$ cat src/rtl/bcd_timer.sv
// MM:SS BCD up/down timer driven by a synchronised, edge-detected 1 Hz sec_clk.
// Digits are kept and updated individually so the outputs are always valid BCD.
module bcd_timer #(
    parameter int unsigned MAX_MIN     = 59,
    parameter int unsigned SYNC_STAGES = 2
) (
    input  logic       clk,
    input  logic       rst_n,
    input  logic       sec_clk,
    input  logic       start,
    input  logic       stop,
    input  logic       clear,
    input  logic       load,
    input  logic       up_down,
    input  logic [7:0] load_min,
    input  logic [7:0] load_sec,
    output logic [7:0] min_bcd,
    output logic [7:0] sec_bcd,
    output logic       running,
    output logic       done
);

    localparam logic [3:0] MAX_T = 4'(MAX_MIN / 10);
    localparam logic [3:0] MAX_U = 4'(MAX_MIN % 10);

    typedef enum logic [1:0] {IDLE, RUN, PAUSE, DONE} state_t;

    state_t           state, state_nx;
    logic [SYNC_STAGES-1:0] sync_q;
    logic             edge_q;
    logic             tick;
    logic [3:0]       mt, mu, st, su;
    logic [3:0]       mt_nx, mu_nx, st_nx, su_nx;
    logic [3:0]       imt, imu, ist, isu;
    logic [3:0]       dmt, dmu, dst, dsu;
    logic             done_nx;
    logic [7:0]       pre_min, pre_sec;

    function automatic logic [7:0] sanitise(input logic [7:0] v, input logic [3:0] tmax);
        logic [3:0] t, u;
        t = (v[7:4] > tmax) ? tmax : v[7:4];
        u = (v[3:0] > 4'd9) ? 4'd9 : v[3:0];
        return {t, u};
    endfunction

    assign tick    = sync_q[SYNC_STAGES-1] & ~edge_q;
    assign min_bcd = {mt, mu};
    assign sec_bcd = {st, su};
    assign pre_min = sanitise(load_min, 4'd9);
    assign pre_sec = sanitise(load_sec, 4'd5);

    // Digit-wise increment with seconds->minutes carry; minutes wrap at 99.
    always_comb begin
        imt = mt;
        imu = mu;
        ist = st;
        isu = su;
        if (su != 4'd9) begin
            isu = su + 4'd1;
        end else begin
            isu = 4'd0;
            if (st != 4'd5) begin
                ist = st + 4'd1;
            end else begin
                ist = 4'd0;
                if (mu != 4'd9) begin
                    imu = mu + 4'd1;
                end else begin
                    imu = 4'd0;
                    imt = (mt == 4'd9) ? 4'd0 : mt + 4'd1;
                end
            end
        end
    end

    // Digit-wise decrement; only used when the count is not 00:00.
    always_comb begin
        dmt = mt;
        dmu = mu;
        dst = st;
        dsu = su;
        if (su != 4'd0) begin
            dsu = su - 4'd1;
        end else begin
            dsu = 4'd9;
            if (st != 4'd0) begin
                dst = st - 4'd1;
            end else begin
                dst = 4'd5;
                if (mu != 4'd0) begin
                    dmu = mu - 4'd1;
                end else begin
                    dmu = 4'd9;
                    dmt = (mt == 4'd0) ? 4'd0 : mt - 4'd1;
                end
            end
        end
    end

    always_comb begin
        state_nx = state;
        mt_nx    = mt;
        mu_nx    = mu;
        st_nx    = st;
        su_nx    = su;
        done_nx  = 1'b0;
        if (clear) begin
            state_nx = IDLE;
            mt_nx    = '0;
            mu_nx    = '0;
            st_nx    = '0;
            su_nx    = '0;
        end else if (load) begin
            state_nx = IDLE;
            {mt_nx, mu_nx} = pre_min;
            {st_nx, su_nx} = pre_sec;
        end else begin
            case (state)
                IDLE, PAUSE: begin
                    if (!stop && start) state_nx = RUN;
                end
                RUN: begin
                    if (stop) begin
                        state_nx = PAUSE;
                    end else if (tick) begin
                        if (up_down) begin
                            {mt_nx, mu_nx, st_nx, su_nx} = {imt, imu, ist, isu};
                            if ({imt, imu, ist, isu} == {MAX_T, MAX_U, 4'd5, 4'd9}) begin
                                state_nx = DONE;
                                done_nx  = 1'b1;
                            end
                        end else if ({mt, mu, st, su} == 16'h0000) begin
                            state_nx = DONE;
                            done_nx  = 1'b1;
                        end else begin
                            {mt_nx, mu_nx, st_nx, su_nx} = {dmt, dmu, dst, dsu};
                            if ({dmt, dmu, dst, dsu} == 16'h0000) begin
                                state_nx = DONE;
                                done_nx  = 1'b1;
                            end
                        end
                    end
                end
                default: ;
            endcase
        end
    end

    always_ff @(posedge clk or negedge rst_n) begin
        if (!rst_n) begin
            sync_q  <= '0;
            edge_q  <= 1'b0;
            state   <= IDLE;
            mt      <= '0;
            mu      <= '0;
            st      <= '0;
            su      <= '0;
            running <= 1'b0;
            done    <= 1'b0;
        end else begin
            sync_q  <= {sync_q[SYNC_STAGES-2:0], sec_clk};
            edge_q  <= sync_q[SYNC_STAGES-1];
            state   <= state_nx;
            mt      <= mt_nx;
            mu      <= mu_nx;
            st      <= st_nx;
            su      <= su_nx;
            running <= (state_nx == RUN);
            done    <= done_nx;
        end
    end

endmodule

$ cat config.mk
export PLATFORM = sky130hd
export DESIGN_NAME = bcd_timer
export DESIGN_NICKNAME = d
export VERILOG_FILES = /design/src/rtl/bcd_timer.sv
export SDC_FILE = /design/constraint.sdc
export NUM_CORES = 1
export LEC_CHECK = 0
export CELL_PAD_IN_SITES_DETAIL_PLACEMENT = 0
export CELL_PAD_IN_SITES_GLOBAL_PLACEMENT = 1
export CORE_ASPECT_RATIO = 0.8
export CORE_MARGIN = 1
export CORE_UTILIZATION = 39
export DETAILED_ROUTE_END_ITERATION = 8
export GPL_TIMING_DRIVEN = 0
export HOLD_SLACK_MARGIN = 0.05
export PLACE_DENSITY = 0.87
export SLEW_MARGIN = 20
export SYNTH_ARGS = -nofsm -noshare
export SYNTH_HDL_FRONTEND = slang
export SYNTH_SLANG_ARGS = --single-unit
$ cat constraint.sdc
create_clock -name clk -period 5.6 [get_ports clk]
set_input_delay 1.12 -clock clk [delete_from_list [all_inputs] [get_ports clk]]
set_output_delay 1.12 -clock clk [all_outputs]
set_load 0.01 [all_outputs]
* Yosys cells after proc, flatten, opt, wreduce, memory -nomap -nowiden
Cells that the tools add are included. W data, S select, Z words.
Operators by class: $add $sub $neg 8, $mul 0, div/mod/pow operators 0, order comparisons 4, eq/ne operators 10, shifts and indexed selects 0, multiplexer cells 71, bitwise gates (word level) 2, reduce and logical (&&, ||, !) cells 13
Operators with widths (number):
- $mux W4 | 52
- $logic_not A16 Y1 | 2
- $mux W2 | 9
- $add A4 B1 Y4 const B | 4
- $eq A16 B15 Y1 const B | 1
- $sub A4 B1 Y4 const B | 4
- $gt A4 B4 Y1 const B | 3
- $ne A4 B4 Y1 const B | 3
- $reduce_bool A4 Y1 | 3
- $mux W1 | 9
- $reduce_bool A3 Y1 | 2
- $eq A2 B1 Y1 const B | 2
- $eq A4 B4 Y1 const B | 1
- $gt A4 B3 Y1 const B | 1
- $logic_not A4 Y1 | 1
- $ne A4 B3 Y1 const B | 1
- $pmux W2 S2 | 1
- $reduce_and A4 Y1 | 1
- $ne A3 B1 Y1 const B | 1
- $eq A2 B2 Y1 const B | 1
- $logic_not A2 Y1 | 1
- $reduce_or A2 Y1 | 1
- $and A1 B1 Y1 | 1
- $logic_and A1 B1 Y1 | 1
- 2 further kinds | 2
Word-level totals: register bits 23, bits in latches 0, bits in writable memories 0, bits in read-only memories 0, input bits 24, output and inout bits 18, word-level logic and storage cells 117, memories kept 0

* Depth between registers and ports, before layout
depth in word-level cells 15, mapped depth 9, mapped depth without buffers 6

* Worst setup path after synthesis
No wires, ideal clock.
path kind input to register, start point in up_down, end point reg mt[2], library setup time 0.096 ns, arrival time 2.362 ns, data required time 5.504 ns, setup slack 3.142 ns, cell stages on the path 7, path buffers 2, path through clkbuf_1 > nor4_1 > inv_1 > o21ai_2 > nand2b_1 > clkbuf_1 > a311oi_2
Between the ends: longest elaborated chain between the ends 6, elaborated cells on any way between the ends 8, classes of those cells eq/ne (1); mux (6); reduce/logical (1)
RTL lines:
- start: declaration | RTL line 14 | input logic up_down,
- $mux W4 | RTL line 126 | if (up_down) begin
- $mux W4 | RTL line 125 | end else if (tick) begin
- $mux W4 | RTL line 123 | if (stop) begin
- $mux W4 | RTL line 118 | case (state)
- $mux W4 | RTL line 113 | end else if (load) begin
- $mux W4 | RTL line 107 | if (clear) begin
- end signal: assignment | RTL line 164 | mt <= mt_nx;
- end: declaration | RTL line 32 | logic [3:0] mt, mu, st, su;
Parallel ways exist; a longest one is shown, timed or not. The select of a mux whose other input is x is not followed. A chain may end at the register's enable or synchronous reset.

* Worst setup path in the final report
start point in clear, end point reg mu[2]
Between the ends: longest elaborated chain between the ends 2, elaborated cells on any way between the ends 6, classes of those cells eq/ne (2); mux (1); reduce/logical (3)
RTL lines:
- start: declaration | RTL line 12 | input logic clear,
- $ne A4 B4 Y1 (no line), or another cell as far along
- $reduce_and A4 Y1 (no line)
- end signal: assignment | RTL line 165 | mu <= mu_nx;
- end: declaration | RTL line 32
Parallel ways exist; a longest one is shown, timed or not.

==> metrics.md <==
| Metric | Value |
|---|---|
| Status | completed |
| Hold Crit Class | reg -> reg |
| Period utilization | 0.561 |
| Post-CTS Resized | 0 |
| Crit path DAT | 3.33 ns |
| Starting DRT DRC Count | 228 |
| Pleak | 0.000953 uW |
| Post-synth EDFFs | 0 |
| Yosys cell types | 60 |
| Unrepaired setup endpoints after global routing | no |
| Drt wl/cell | 17.4 um |
| Via/cell ratio | 6.15 |
| Starting utilization of the core area | 0.405 |
| Core Footprint | 4980 sq um |
| Clock slew at reported path FFs | 0.09 ns |
| Final HPWL DP | 4560 um |
| Critical Path End Type | flip-flop |
| Most common cell after layout, fill and taps aside | clkdlybuf4s50_1 |
| Setup violations, final | 0 |
| WHS | 0.358 ns |
| Sw power | 174 uW |
| Pwr Density | 189 nW/um^2 |
| CP max-delay cell | clkdlybuf4s50_1 |
| Pre-CTS setup slack | 2.16 ns |
| Reg power frac | 0.400 |
| Mapped Cells | 261 |
| Max Slew Vio Count | 0 |
| Die extent in x | 82.4 um |
| Boundary Pins | 42 |
| Slowest stage delay, CP | 0.65 ns |
| DR pass1 iterations | 5 |
| Clk pwr share | 0.231 |
| Layout Nets | 329 |
| Post-synthesis async set-or-reset flop share | 1.00 |
| Total negative slack | 0 ns |
| Synthesized area | 2020 sq um |
| Final hold vios | 0 |
| Num CTS Buffers | 3 |
| Crit start category | input port |
| Critical path, cell by cell | clkdlybuf4s50_1 -> or2_2 -> clkbuf_1 -> nand2b_1 -> clkbuf_1 -> nor2_1 -> a211oi_1 |
| Post-Syn Nets | 285 |
| Setup Buffers After CTS | 0 |
| Num Clock Sinks | 23 |
| Clock Skew | 0.00494 ns |
| H-tree depth | 1 |
| Gr usage total | 0.249 |
| Most Frequent Cell on Critical Path | clkbuf_1 |
| Largest net degree at the start of global routing | 24 |
| Max Cap Viol | 0 |
| Die ar. | 5460 sq um |
| Via count | 2250 |
| Initial antenna violation count | 0 |
| Combinational share of power | 0.369 |
| Final instance area | 2520 sq um |
| Root Buffer | clkbuf_8 |
| Layout cells sized above 1 | 0.0757 |
| Pint | 304 uW |
| Fillers | 497 |
| Syn_area_per_cell | 7.73 sq um |
| Setup crit start | clear |
| Cts hold-fix bufs | 0 |
| Most frequent cells in the layout | 38 x clkdlybuf4s50_1, 23 x dfrtp_1, 21 x a21oi_1, 20 x nor2_1, 19 x clkbuf_1 |
| Post-layout min period | 3.14 ns |
| Diode count | 0 |
| Slew @ Worst Pin | 0.644 ns |
| Post-synthesis sequential area ratio | 0.285 |
| Post-DP Area | 2480 sq um |
| Drt drc | 0 |
| Bufs and invs on worst path | 3 |
| Global-route wire length before repair | 10200 um |
| Vias in the first global route | 1928 |
| GPL Wtd Cong | 0.901 |
| Die height | 66.3 um |
| Final WL | 6360 um |
| FF-to-FF Start | st[2] |
| Highest clock rate | 318 MHz |
| Main synth FF type | dfrtp_1 |
| Synth warn | 0 |
| Worst path required time | 5.78 ns |
| Area growth, synth to finish | 25.2% |
| CP max FO | 10 |
| CTS max path bufs | 2 |
| Port bufs | 39 |
| Startpoint of the worst hold path | sync_q[0] |
| Setup slack after layout | 2.46 ns |
| CP delay by family, top | buffers and inverters |
| DRT antenna net count | 0 |
| CP Class | in -> reg |
| VDD IR max | 0.122 mV |
| Grt ovf | 0 |
| #FFs+latches synth | 23 |
| CTS tree | built |
| Sw frac | 0.364 |
| Finished Core Util | 0.507 |
| Slew Limit Headroom | 0.571 |
| Row count | 23 |
| Clock Latency Late Sink | 0.27 ns |
[cell usage after synthesis (3+ instances only)]
cell type  instances  share of area
a211oi_1           8          0.030
a21oi_1           21          0.052
a31oi_1            3         0.0093
buf_2              7          0.017
clkbuf_1          18          0.033
dfrtp_1           23           0.29
inv_1             11          0.020
nand2_1           15          0.028
nand2b_1           4          0.012
nand3_1            3         0.0074
nand3b_1           5          0.019
nand4_1            5          0.016
nor2_1            20          0.037
nor2b_1            8          0.025
nor3_1            16          0.040
nor4_1             7          0.022
o2111ai_1          3          0.013
o21a_1             5          0.019
o21ai_0           12          0.030
o21ai_1            7          0.017
o41ai_1            4          0.017
xnor2_1            4          0.017
[final timing paths]
kind                       cells past startpoint        end  slack (ns)
min in group asynchronous                      1      su[1]        0.83
hold / removal                                 0  sync_q[1]        0.36
hold reg to reg                                0  sync_q[1]        0.36
max in group asynchronous                      1   state[1]        4.41
setup reg to reg                               8      st[2]        3.15
setup / recovery                               7      mu[2]        2.46
[per-stage QoR]
stage | total power, uW | instances
2_1_floorplan | 298 | 261
3_3_place_gp | 367 | 362
3_5_place_dp | 368 | 362
4_1_cts | 480 | 366
5_1_grt | 509 | 366
6_report | 478 | 366
[final cells by class]
cell class,instances,area [sq um],area share
Buffer,28,129,0.0510
Clock buffer,4,45.0,0.0178
Inverter,11,41.3,0.0164
Multi-Input combinational cell,199,1270,0.503
Sequential cell,23,576,0.228
Tap cell,62,77.6,0.0307
Timing Repair Buffer,39,385,0.153
[state kept, by name (all words and copies together), names as in the netlist]
register,cells
done,1
edge_q,1
mt,4
sync_q,2
su,4
mu,4
state,2
running,1
st,4
[cells by family after synthesis]
group | count (synthesis) | synth area share
AOI/OAI and AO/OA | 90 | 0.310
xor gates and xnor gates | 6 | 0.0261
buffers and inverters | 39 | 0.0844
DFF | 23 | 0.285
and+or+nand+nor | 102 | 0.289
muxes | 1 | 0.00558
[power by group through the flow]
stage | Combinational (uW) | Clock (uW) | Sequential, uW
3_3_place_gp | 173 | 0 | 194
2_1_floorplan | 103 | 0 | 195
3_5_place_dp | 174 | 0 | 194
4_1_cts | 175 | 115 | 191
6_report | 176 | 110 | 191
5_1_grt | 194 | 123 | 193
[metal layers]
| layer | global-route usage | share of wire | vias up |
|---|---|---|---|
| met5 | 0 | 0 | - |
| met4 | 0.0724 | 0.014 | 0 |
| met3 | 0.0290 | 0.070 | 9 |
| met2 | 0.344 | 0.42 | 112 |
| met1 | 0.393 | 0.50 | 1061 |
| li1 | - | - | 1068 |
(Power assumes the default switching activity.)
